File: src/rtl/verinject_fault_scheduler.sv
// Purpose : time-based sequencer driving the shared fault-select bus from a queue of {cycle, bit} entries.
// Latency : an entry with cycle C appears on verinject__injector_state when the run counter reads C+1, for one cycle.
// Backpr. : cfg_ready = !full (registered occupancy); entries offered while full are not taken.
//
// Ports:
//   clk, rst                   clock, asynchronous active-high reset
//   start, abort               run control pulses (abort wins, flushes the queue)
//   cfg_valid/cfg_ready        queue push handshake, payload cfg_cycle / cfg_bit
//   busy, done, missed         run status (missed is sticky until the next start)
//   inject_pulse               high in each cycle the bus carries a fault select
//   verinject__injector_state  fault select bus, 32'hFFFF_FFFF when idle
// Optional build macro VERINJECT_SCHED_COUNT_EN adds the inject_count output.
module verinject_fault_scheduler #(
  parameter int DEPTH   = 4,   // power of two, >= 2 (pointers wrap naturally)
  parameter int CYCLE_W = 32
) (
  input  logic               clk,
  input  logic               rst,
  input  logic               start,
  input  logic               abort,
  input  logic               cfg_valid,
  output logic               cfg_ready,
  input  logic [CYCLE_W-1:0] cfg_cycle,
  input  logic [31:0]        cfg_bit,
  output logic               busy,
  output logic               done,
  output logic               missed,
  output logic               inject_pulse,
`ifdef VERINJECT_SCHED_COUNT_EN
  output logic [31:0]        inject_count,
`endif
  output logic [31:0]        verinject__injector_state
);

  localparam int          AW       = (DEPTH > 1) ? $clog2(DEPTH) : 1;
  localparam logic [AW:0] FULL_CNT = (AW+1)'(DEPTH);
  localparam logic [AW:0] CNT_ONE  = (AW+1)'(1);
  localparam logic [AW-1:0] PTR_ONE = AW'(1);
  localparam logic [31:0] IDLE_SEL = 32'hFFFF_FFFF;

  typedef enum logic {IDLE = 1'b0, RUN = 1'b1} state_t;

  typedef struct packed {
    logic [CYCLE_W-1:0] cycle;
    logic [31:0]        sel;
  } entry_t;

  state_t             state, state_nxt;
  entry_t             q_mem [DEPTH];
  entry_t             head;
  logic [AW-1:0]      rd_ptr, wr_ptr;
  logic [AW:0]        q_cnt;
  logic [CYCLE_W-1:0] cyc_cnt;
  logic               q_empty, q_full;
  logic               in_run, start_run, push, pop, late;

  assign q_empty   = (q_cnt == '0);
  assign q_full    = (q_cnt == FULL_CNT);
  assign cfg_ready = !q_full;
  assign head      = q_mem[rd_ptr];
  assign in_run    = (state == RUN);
  assign start_run = (state == IDLE) && start && !abort;

  // abort flushes, so a push in the same cycle is dropped rather than kept
  assign push = cfg_valid && !q_full && !abort;
  // head is due once the counter has reached its target; later pops are "late"
  assign pop  = in_run && !abort && !q_empty && (head.cycle <= cyc_cnt);
  assign late = (head.cycle < cyc_cnt);

  // ---------------- FSM: state register ----------------
  always_ff @(posedge clk or posedge rst) begin
    if (rst) state <= IDLE;
    else     state <= state_nxt;
  end

  // ---------------- FSM: next state ----------------
  always_comb begin
    state_nxt = state;
    case (state)
      IDLE:    if (!abort && start) state_nxt = RUN;
      // empty is evaluated before this edge's pop, so the last injection
      // still shows in a RUN cycle and the run ends one edge later
      RUN:     if (abort || q_empty) state_nxt = IDLE;
      default: state_nxt = IDLE;
    endcase
  end

  // ---------------- FSM: outputs ----------------
  always_comb begin
    busy = 1'b0;
    if (state == RUN) busy = 1'b1;
  end

  // ---------------- queue storage (no reset needed) ----------------
  always_ff @(posedge clk) begin
    if (push) q_mem[wr_ptr] <= '{cycle: cfg_cycle, sel: cfg_bit};
  end

  // ---------------- queue pointers / occupancy ----------------
  always_ff @(posedge clk or posedge rst) begin
    if (rst) begin
      rd_ptr <= '0;
      wr_ptr <= '0;
      q_cnt  <= '0;
    end else if (abort) begin
      rd_ptr <= '0;
      wr_ptr <= '0;
      q_cnt  <= '0;
    end else begin
      if (push) wr_ptr <= wr_ptr + PTR_ONE;
      if (pop)  rd_ptr <= rd_ptr + PTR_ONE;
      case ({push, pop})
        2'b10:   q_cnt <= q_cnt + CNT_ONE;
        2'b01:   q_cnt <= q_cnt - CNT_ONE;
        default: q_cnt <= q_cnt;
      endcase
    end
  end

  // ---------------- run cycle counter (saturating) ----------------
  always_ff @(posedge clk or posedge rst) begin
    if (rst) begin
      cyc_cnt <= '0;
    end else if (start_run) begin
      cyc_cnt <= '0;
    end else if (in_run && !abort && (cyc_cnt != {CYCLE_W{1'b1}})) begin
      cyc_cnt <= cyc_cnt + CYCLE_W'(1);
    end
  end

  // ---------------- registered outputs ----------------
  always_ff @(posedge clk or posedge rst) begin
    if (rst) begin
      verinject__injector_state <= IDLE_SEL;
      inject_pulse              <= 1'b0;
      done                      <= 1'b0;
      missed                    <= 1'b0;
    end else begin
      verinject__injector_state <= pop ? head.sel : IDLE_SEL;
      inject_pulse              <= pop;
      done                      <= in_run && q_empty && !abort;
      if (start_run)       missed <= 1'b0;
      else if (pop && late) missed <= 1'b1;
    end
  end

`ifdef VERINJECT_SCHED_COUNT_EN
  always_ff @(posedge clk or posedge rst) begin
    if (rst)                                inject_count <= '0;
    else if (start_run)                     inject_count <= '0;
    else if (pop && (inject_count != '1))   inject_count <= inject_count + 32'd1;
  end
`endif

endmodule

File: config.mk
export PLATFORM = sky130hd
export DESIGN_NAME = verinject_fault_scheduler
export DESIGN_NICKNAME = d
export VERILOG_FILES = /design/src/rtl/verinject_fault_scheduler.sv
export SDC_FILE = /design/constraint.sdc
export NUM_CORES = 1
export LEC_CHECK = 0
export CAP_MARGIN = 20
export CORE_ASPECT_RATIO = 0.75
export CORE_MARGIN = 2
export CORE_UTILIZATION = 25
export CTS_BUF_LIST = sky130_fd_sc_hd__clkbuf_4
export DETAILED_ROUTE_END_ITERATION = 8
export DONT_BUFFER_PORTS = 1
export HOLD_SLACK_MARGIN = 0.12
export SYNTH_ARGS = -nofsm -noshare
export SYNTH_HDL_FRONTEND = slang
export SYNTH_SLANG_ARGS = --single-unit
File: constraint.sdc
create_clock -name clk -period 6.13 [get_ports clk]
set_input_delay 0.9195 -clock clk [delete_from_list [all_inputs] [get_ports clk]]
set_output_delay 0.9195 -clock clk [all_outputs]
set_load 0.1 [all_outputs]
==> results.ini, run 1 <==
[synth]
synth_seq_area_share_pct=72.5
synth_edf_count=256
ys.flop_type=edfxtp_1
synth_seq_cells=331
syn_area_sq_um=13200
synth_top_family_by_area=multiplexers
syn_avg_cell_area_sq_um=17.9
ys_async_sr_fraction_pct=22.7
synth_compound_area_share_pct=1.85
synth-simple-area-share_pct=6.79
synth_xor_area_share_pct=2.17
yosys.area_share.adder_pct=3.65
synth_warnings=0
netlist_instances=739
muxShareOfSynthArea_pct=11.2
yosysUniqueCellTypes=47
syn_nets=846

[finish]
layout_commonest_cell=edfxtp_1
final_cell_mix=edfxtp_1 (256), clkbuf_4 (137), mux4_2 (64)
drive_above_1_share_pct=30.2
fin_util_pct=29.2
fillers=5252
multiInputGateArea_sq_um=3410
nets=924
seqCellArea_sq_um=9610
area_delta_synth_final_pct=16.2

[critical_path]
cp_max_fo=44
crit_path_end_kind=register
cp_cell_sequence=mux4_2 -> ha_1 -> nand4_1 -> or4_1 -> or3_1 -> or2_0 -> a22oi_2 -> buf_4 -> mux2i_1 -> mux2_1
crit_buf_inv=1
slowest_stage=dfrtp_4
cpLargestDelayFamily=simple AND/OR/NAND/NOR gates
critical_path_arrival_ns=5.11
worst_setup_path_start_kind=register
cp_slowest_stage_delay_ns=0.89
crit_required_ns=6.75
criticalPathCategory=reg2reg

[floorplan]
die_y_um=203
start_util_pct=25.1
die_w_um=270
die_area_sq_um=54900
floorplan.io_pins=106
design.core.area_sq_um=52700
rows=73

[sta]
final_hold_viol_count=0
rsz0062_at_grt=no
worst_slew_pin_slew_ns=1.09
relSlewSlack_pct=27.1
report.final.slew_viol_count=0
setup_viol=0
fmax_ghz=0.223
fin_tns_setup_ns=0
skew_ns=0.0404
fin_crit_ns=4.48
post-route-period-util_pct=73.2

[route]
routed_wl_mm=28.2
drt_iter0_markers=439
vias=6681
dr.pass1.iters=4
wire_per_inst_um=17.6
avgViaCountPerCell=4.18
drc_errors=0
ant_nets=0

[run_status]
outcome=completed

[grt]
antenna_found_initial=0
grt_max_degree=65
overflow=0
grt_pass1_vias=7186
grtUsageTotal_pct=10.6
grt_pass1_wl_mm=43.2

[cts]
clock_sinks=331
clockRootBuffer=clkbuf_4
numCtsBuffers=84
worstSkewPairLatency_ns=0.76
cts_setup_buffers=0
htree_levels=3
clk_pin_slew_worst_paths_ns=0.07
cts_tree=done
clockBufferDepth=3

[power]
p_leak_nw=5.08
powerDensity_nw_per_um2=304
irDropWorstVdd_mv=0.107

[place]
routabilityCongestion=0.742
io_buffers=0
place_hpwl_mm=17.1

[min_path]
hp-class=in2reg

[flow_run]
maxCapViolations=0

logic make-up (layout without fill, tap and decap cells):
logic type / after synthesis / after routing
fa+ha+maj: 38 / 38
buf+inv: 58 / 206
flops: 331 / 331
xor+xnor: 32 / 32
simple gates: 173 / 173
compound gates: 39 / 39
other cells: 0 / 1
mux: 68 / 68
cell type report:
class | count | area share (%)
Timing Repair Buffer | 15 | 1.22
Inverter | 35 | 0.862
Tap cell | 712 | 5.79
Sequential cell | 331 | 62.4
Multi-Input combinational cell | 350 | 22.2
Clock buffer | 137 | 6.68
Clock inverter | 19 | 0.813
Antenna cell | 1 | 0.0163
sequential cells by signal, indices dropped and copies added, names as in the netlist:
| name | flops |
|---|---|
| q_mem | 256 |
| cyc_cnt | 32 |
| verinject__injector_state | 32 |
| q_cnt | 3 |
| rd_ptr | 2 |
| wr_ptr | 2 |
| done | 1 |
| in_run | 1 |
| inject_pulse | 1 |
| missed | 1 |
power by group:
part	leakage, nW	switching [mW]	internal, mW
clock network	0.677	0.904	1.06
logic	1.15	0.107	0.0756
registers	3.25	0.0496	2.49
metrics by stage:
| stage | std cells | total power, mW | worst slack, ns | instance area (sq um) | hold slack [ns] |
|---|---|---|---|---|---|
| detailed placement | 1438 | 2.77 | 1.56 | 14100 | 0.576 |
| floorplan | 739 | 2.71 | 1.06 | 13200 | 0.524 |
| finish | 1600 | 4.68 | 1.65 | 15400 | 0.238 |
| global route | 1599 | 4.91 | 1.24 | 15400 | 0.128 |
| global placement | 1436 | 2.76 | 1.64 | 14100 | 0.556 |
| CTS | 1595 | 4.77 | 1.55 | 15300 | 0.129 |
cells in the mapped netlist, drive strengths merged (2+ instances only):
| library cell | count | area, sq um |
|---|---|---|
| a211oi | 2 | 15.0 |
| a21o | 2 | 15.0 |
| a21oi | 17 | 88.8 |
| a22oi | 2 | 20.0 |
| a31oi | 3 | 18.8 |
| and2 | 6 | 37.5 |
| and3 | 3 | 18.8 |
| and4 | 4 | 35.0 |
| buf | 9 | 61.3 |
| clkbuf | 14 | 52.6 |
| dfrtp | 43 | 1080 |
| dfstp | 32 | 841 |
| edfxtp | 256 | 7690 |
| ha | 37 | 463 |
| inv | 35 | 131 |
| mux2 | 2 | 22.5 |
| mux2i | 2 | 20.0 |
| mux4 | 64 | 1440 |
| nand2 | 25 | 93.8 |
| nand2b | 37 | 231 |
| nand3 | 18 | 90.1 |
| nand4 | 16 | 100 |
| nor2 | 45 | 169 |
| nor2b | 4 | 25.0 |
| nor3 | 4 | 20.0 |
| nor4 | 4 | 25.0 |
| o211ai | 3 | 22.5 |
| o21ai | 6 | 30.0 |
| or3 | 2 | 12.5 |
| xnor2 | 30 | 263 |
| xor2 | 2 | 25.0 |
worst reg2reg max path: cells and delay by family (launching register included):
family                   cells  cell delay, ns
flip-flops                   1            0.89
adder cells (fa/ha/maj)      1            0.31
buffers and inverters        1            0.51
multiplexers                 3            1.05
AO/OA/AOI/OAI                1            0.21
AND/OR/NAND/NOR              4            1.40
worst paths after layout:
kind                       slack [ns]  startpoint      endpoint  cells past startpoint
min in group asynchronous        0.69         rst  inject_pulse                      2
min                              0.24       abort     rd_ptr[0]                      1
min reg2reg                      0.59   wr_ptr[1]     wr_ptr[1]                      2
max reg2reg                      1.65   rd_ptr[1]      q_cnt[2]                     10
max                              1.65   rd_ptr[1]      q_cnt[2]                     10
max in group asynchronous        4.32         rst     rd_ptr[1]                      3
per-layer routing:
layer | vias to the layer above | wire [um] | GRT usage (%)
met4 | 0 | 599 | 3.57
li1 | 3049 | - | -
met1 | 3371 | 13100 | 14.0
met5 | - | 0 | 0
met3 | 59 | 2470 | 5.13
met2 | 202 | 12000 | 15.0
what timing repair did:
item,in CTS,in global routing
resized for setup,0,0
hold buffers,1,1
hold endpoints to repair,1,2
Power figures use the tool's default switching activity.
==> run 2, diff against run 1 <==
--- a/config.mk
+++ b/config.mk
@@ -5,6 +5,7 @@
 export SDC_FILE = /design/constraint.sdc
 export NUM_CORES = 1
 export LEC_CHECK = 0
+export ABC_AREA = 1
 export CAP_MARGIN = 20
 export CORE_ASPECT_RATIO = 0.75
 export CORE_MARGIN = 2
==> constraint.sdc (replaced) <==
create_clock -name clk -period 3.8 [get_ports clk]
set_input_delay 0.57 -clock clk [delete_from_list [all_inputs] [get_ports clk]]
set_output_delay 0.57 -clock clk [all_outputs]
set_load 0.1 [all_outputs]
==> results.ini, run 2 <==
[run_status]
outcome=completed

[place]
place_hpwl_mm=22.6  ; +32%
routabilityCongestion=0.905  ; +22%
io_buffers=0  ; unchanged

[route]
routed_wl_mm=35.9  ; +28%
dr.pass1.iters=7  ; +3
drt_iter0_markers=906  ; +110%
drc_errors=0  ; unchanged
avgViaCountPerCell=4.54  ; +8.7%
vias=9315  ; +39%
wire_per_inst_um=17.5  ; -0.58%
ant_nets=0  ; unchanged

[sta]
fin_hold_ws_ns=0.293  ; +0.0544 ns
relSlewSlack_pct=31.7  ; +4.6 points
skew_ns=0.0451  ; +0.00470 ns
worst_slew_pin_slew_ns=1.02  ; -0.0666 ns
post-route-period-util_pct=89.4  ; +16 points
report.final.slew_viol_count=0  ; unchanged
rsz0062_at_grt=no
final_hold_viol_count=0  ; unchanged
fin_crit_ns=3.40  ; -1.09 ns
fin_tns_setup_ns=0  ; unchanged
fmax_ghz=0.295  ; +32%
setup_viol=0  ; unchanged

[finish]
fillers=5522  ; +5.1%
nets=1367  ; +48%
area_delta_synth_final_pct=20.3
largest_register=q_mem
largest_reg_flops=256  ; unchanged
reg_top3=q_mem x256, cyc_cnt x32, verinject__injector_state x32
drive_above_1_share_pct=16.8  ; -13 points
layout_commonest_cell=edfxtp_1
final_cell_mix=edfxtp_1 (256), nor2_1 (178), o21ai_0 (150)

[cts]
clk_pin_slew_worst_paths_ns=0.08  ; about the same
clock_sinks=331  ; unchanged
clockRootBuffer=clkbuf_4
clockBufferDepth=3  ; unchanged
numCtsBuffers=79  ; -6.0%
htree_levels=3  ; unchanged
cts_setup_buffers=0  ; unchanged
cts_hold_buffers=68  ; +67
worstSkewPairLatency_ns=0.75  ; about the same
cts_tree=done
post_cts_resized=0  ; unchanged

[power]
p_leak_nw=5.83  ; +15%
powerDensity_nw_per_um2=453  ; +49%
irDropWorstVdd_mv=0.221  ; +110%

[floorplan]
rows=74  ; +1.4%
die_y_um=207  ; +1.7%
floorplan.io_pins=106  ; unchanged
die_area_sq_um=56700  ; +3.4%
design.core.area_sq_um=54300  ; +3.1%
die_w_um=274  ; +1.7%
start_util_pct=25.2  ; +0.085 points

[critical_path]
crit_required_ns=4.44  ; -2.31 ns
rr_endpoint=q_cnt[2]
worst_setup_path_start_kind=register
r2r_start=rd_ptr[1]
worstSetupStartpoint=rd_ptr[1]
reg2reg_slack_ns=0.40  ; -1.24 ns
critical_path_arrival_ns=4.03  ; -1.08 ns
cp_max_fo=36  ; -18%
criticalPathCategory=reg2reg
crit_path_end_kind=register
endpoint=q_cnt[2]
reg2reg_depth=22  ; +12

[grt]
grt_pass1_vias=9186  ; +28%
grt_max_degree=67  ; +3.1%
grtUsageTotal_pct=12.6  ; +2.0 points
overflow=0  ; unchanged
antenna_found_initial=7  ; +7
grt_pass1_wl_mm=54.2  ; +25%

[synth]
syn_nets=1238  ; +46%
synth_warnings=0  ; unchanged
ys_async_sr_fraction_pct=22.7  ; unchanged
yosysTopAreaCellShare_pct=56.1  ; -1.9 points
yosys.area.top_type=edfxtp_1
ys.flop_type=edfxtp_1
ys_top_cells_by_area=edfxtp_1 (56%), dfrtp_1 (7.8%), dfstp_2 (6.1%)
synth_seq_area_share_pct=70.1  ; -2.4 points
yosysUniqueCellTypes=42  ; -11%
syn_avg_cell_area_sq_um=12.1  ; -32%
synth_common_cells=edfxtp_1 (256), nor2_1 (182), o21ai_0 (150), nand2_1 (111), inv_1 (74)
synth_seq_cells=331  ; unchanged
syn_area_sq_um=13700  ; +3.5%
synth.most_common_cell=edfxtp_1
netlist_instances=1131  ; +53%
synth_edf_count=256  ; unchanged

[min_path]
hp-class=in2reg

[flow_run]
maxCapViolations=0  ; unchanged

[run 2: cell count changes after synthesis, sizes merged, moves of 31 or more]
cell / delta
nand2: +94
o221ai: +32
mux4: -64
nor2: +141
o22ai: +31
o21ai: +148
inv: +40
nand2b: -37
[run 2: area by class of cell]
cell class / instances / area (sq um) / share of cell area [%]
sequential: 331 / 9610 / 58.3
multi-input combinational: 674 / 3650 / 22.1
timing repair buffer: 98 / 981 / 5.95
clock buffer: 122 / 916 / 5.55
tap: 722 / 903 / 5.48
inverter: 76 / 288 / 1.74
clock inverter: 25 / 140 / 0.850
antenna: 4 / 10.0 / 0.0607
[run 2: power by group]
part	internal, mW	switching (mW)
logic	0.142	0.273
registers	4.01	0.0676
clock network	1.54	1.44
[run 2: layer usage]
layer,vias to the layer above,GRT usage (%),share of wire [%]
li1,4388,-,-
met1,4546,17.8,47
met2,320,17.9,42
met3,55,4.62,9.3
met4,6,3.53,1.4
met5,-,0,0.11
[run 2: stage by stage]
step / total power, mW / cell area (sq um) / std cells / worst slack [ns] / util (%)
2_1_floorplan: 4.36 / 13700 / 1131 / -0.0472 / -
3_3_place_gp: 4.47 / 14700 / 1833 / 0.465 / 27.1
3_5_place_dp: 4.48 / 14700 / 1833 / 0.471 / 27.1
4_1_cts: 7.58 / 16500 / 2048 / 0.473 / 30.3
6_report: 7.48 / 16500 / 2052 / 0.405 / 30.3
5_1_grt: 7.83 / 16500 / 2051 / 0.148 / 30.3
[run 2: critical path, stage by stage (launching register included)]
cell and delay (ns):
dfrtp_2 0.38, buf_4 0.42, o21ai_0 0.17, o22ai_1 0.31, ha_1 0.20, nand2_1 0.06
nor2_1 0.13, nand2_1 0.07, nand2_1 0.08, nand2_1 0.06, nand2_1 0.14, nand2_1 0.08
nand2_1 0.13, nand2_4 0.07, nand2_2 0.06, inv_1 0.06, fa_1 0.37, xnor2_1 0.20
inv_1 0.06, nand2_1 0.06, nand2_1 0.04, nand2_1 0.06, nand2_1 0.05
[run 2: how the worst min path moves through the flow]
stage	depth (start not counted)	from	slack (ns)	endpoint
floorplan	1	cyc_cnt[5]	0.48	cyc_cnt[5]
global placement	1	rst	0.50	done
detailed placement	1	rst	0.50	done
CTS	2	start	0.21	in_run
global route	2	start	0.22	in_run
finish	2	start	0.29	in_run
[run 2: logic make-up after synthesis]
family	Yosys count	synth area share (%)
flip-flops	331	70.1
AND/OR/NAND/NOR	381	12.0
buffers and inverters	126	3.57
AO/OA/AOI/OAI	248	10.4
XOR/XNOR	7	0.447
adder cells (fa/ha/maj)	38	3.52
==> run 3, diff against run 2 <==
--- a/config.mk
+++ b/config.mk
@@ -8,7 +8,6 @@
 export ABC_AREA = 1
 export CAP_MARGIN = 20
 export CORE_ASPECT_RATIO = 0.75
-export CORE_MARGIN = 2
 export CORE_UTILIZATION = 25
 export CTS_BUF_LIST = sky130_fd_sc_hd__clkbuf_4
 export DETAILED_ROUTE_END_ITERATION = 8
==> results.ini, run 3 (synthesis gave the netlist of run 2 again) <==
[finish]
area_delta_synth_final_pct=19.6
largest_register=q_mem
final_cells=2031  ; -1.0%
fin_area_sq_um=16400  ; -0.55%
multiInputGateArea_sq_um=3650  ; about the same
largest_reg_flops=256  ; unchanged
final_cell_mix=edfxtp_1 (256), nor2_1 (177), o21ai_0 (150)
reg_top3=q_mem x256, cyc_cnt x32, verinject__injector_state x32
seqCellArea_sq_um=9610  ; unchanged
fillers=5410  ; -2.0%
nets=1360  ; -0.51%
layout_commonest_cell=edfxtp_1
drive_above_1_share_pct=16.7  ; -0.11 points

[cts]
clockBufferDepth=3  ; unchanged
cts_setup_buffers=0  ; unchanged
clockRootBuffer=clkbuf_4
clk_pin_slew_worst_paths_ns=0.07  ; about the same
worstSkewPairLatency_ns=0.76  ; about the same
cts_tree=done
clock_sinks=331  ; unchanged
htree_levels=3  ; unchanged
numCtsBuffers=80  ; +1.3%

[critical_path]
worstSetupStartpoint=rd_ptr[0]
crit_required_ns=4.43  ; about the same
critical_path_arrival_ns=4.17  ; +0.14 ns
reg2reg_slack_ns=0.26  ; -0.14 ns
r2r_start=rd_ptr[0]
worst_setup_path_start_kind=register
cp_max_fo=63  ; +75%
crit_path_end_kind=register
reg2reg_depth=20  ; -9.1%
criticalPathCategory=reg2reg
rr_endpoint=q_cnt[2]

[floorplan]
floorplan.io_pins=106  ; unchanged
die_area_sq_um=55800  ; -1.7%
rows=73  ; -1.4%
start_util_pct=25.6  ; +0.35 points
design.core.area_sq_um=53600  ; -1.4%
die_w_um=272  ; -0.73%
die_y_um=205  ; -0.97%

[sta]
report.final.slew_viol_count=0  ; unchanged
fin_crit_ns=3.54  ; +0.140 ns
rsz0062_at_grt=no
final_hold_viol_count=0  ; unchanged
fmax_ghz=0.283  ; -4.0%
post-route-period-util_pct=93.0  ; +3.7 points
setup_viol=0  ; unchanged
worst_slew_pin_slew_ns=1.04  ; +0.0198 ns
fin_tns_setup_ns=0  ; unchanged
relSlewSlack_pct=30.4  ; -1.3 points
skew_ns=0.0779  ; +0.0327 ns

[min_path]
hp-class=in2reg
hold_depth=2  ; unchanged
whs_endpoint=in_run
hp-start=start

[grt]
antenna_found_initial=4  ; -3
grtUsageTotal_pct=12.3  ; -0.24 points
grt_pass1_vias=8985  ; -2.2%
overflow=0  ; unchanged
grt_pass1_wl_mm=52.7  ; -2.7%
grt_max_degree=65  ; -3.0%

[place]
place_hpwl_mm=21.7  ; -3.9%
routabilityCongestion=0.920  ; +1.7%
post_dp_cell_area_sq_um=14700  ; -0.61%
placedCellCount=1816  ; -0.93%
io_buffers=0  ; unchanged

[flow_run]
maxCapViolations=0  ; unchanged

[power]
p_leak_nw=5.79  ; -0.80%
irDropWorstVdd_mv=0.274  ; +24%
powerDensity_nw_per_um2=454  ; +0.16%
total_power_mw=7.45  ; -0.38%

[route]
wire_per_inst_um=16.9  ; -3.5%
ant_nets=0  ; unchanged
vias=9209  ; -1.1%
avgViaCountPerCell=4.53  ; -0.12%
routed_wl_mm=34.3  ; -4.5%
drc_errors=0  ; unchanged
drt_iter0_markers=650  ; -28%
dr.pass1.iters=5  ; -2

[run_status]
outcome=completed

-- run 3: changes by cell type in the layout (fill, tap and decap cells not counted), sizes merged --
cell / before / now
dlygate4sd3: 68 / 67
diode: 4 / 2
clkbuf: 122 / 123
buf: 30 / 23
inv: 76 / 74
-- run 3: power breakdown --
part | internal, mW | total (mW) | switching (mW)
Combinational | 0.137 | 0.400 | 0.263
Clock | 1.56 | 2.97 | 1.41
Sequential | 4.01 | 4.08 | 0.0693
Total | 5.71 | 7.45 | 1.74
-- run 3: timing repair --
item                       4_1_cts  5_1_grt
gates resized for setup          0        1
setup endpoints to repair        0        1
hold buffers                    67        0
hold endpoints to repair       284        0
-- run 3: worst max-delay path by stage --
stage,to,slack [ns],cells past startpoint
floorplan,q_mem[0][0],-0.05,6
global placement,q_cnt[2],0.39,21
detailed placement,q_cnt[2],0.26,21
CTS,q_cnt[2],0.29,21
global route,q_cnt[2],0.05,21
finish,q_cnt[2],0.26,20
-- run 3: cell type report --
| type | instances | share of cell area, % |
|---|---|---|
| antenna | 2 | 0.0305 |
| clock buffer | 123 | 5.63 |
| clock inverter | 23 | 0.885 |
| inverter | 76 | 1.75 |
| multi-input combinational | 674 | 22.2 |
| sequential | 331 | 58.6 |
| tap | 712 | 5.43 |
| timing repair buffer | 90 | 5.45 |
-- run 3: stage by stage --
stage	hold slack, ns	utilization, %	worst slack, ns
after floorplan	0.476	-	-0.0472
after global placement	0.469	27.3	0.391
after detailed placement	0.469	27.3	0.264
after CTS	0.191	30.6	0.286
after global routing	0.220	30.6	0.0453
final	0.260	30.6	0.265
-- run 3: metal layers --
| metal | global-route usage (%) | vias to the layer above | share of wire, % |
|---|---|---|---|
| met4 | 3.75 | 4 | 1.3 |
| met3 | 3.73 | 45 | 6.6 |
| li1 | - | 4374 | - |
| met1 | 17.7 | 4517 | 49 |
| met2 | 17.7 | 269 | 43 |
| met5 | 0 | - | 0.079 |
-- run 3: critical path, cell delays in order (launching register included) --
cell and delay [ns]:
dfrtp_4 0.45, clkinv_2 0.09, buf_12 0.18, o21ai_0 0.23
o22ai_1 0.13, ha_1 0.31, nand2_1 0.06, nor2_1 0.12
nand2_1 0.10, nor3_1 0.53, nand2_1 0.24, nand2_4 0.13
nand2_2 0.08, inv_1 0.10, fa_1 0.19, xnor2_1 0.15
inv_1 0.07, nand2_1 0.07, nand2_1 0.05, nand2_1 0.07
nand2_1 0.05
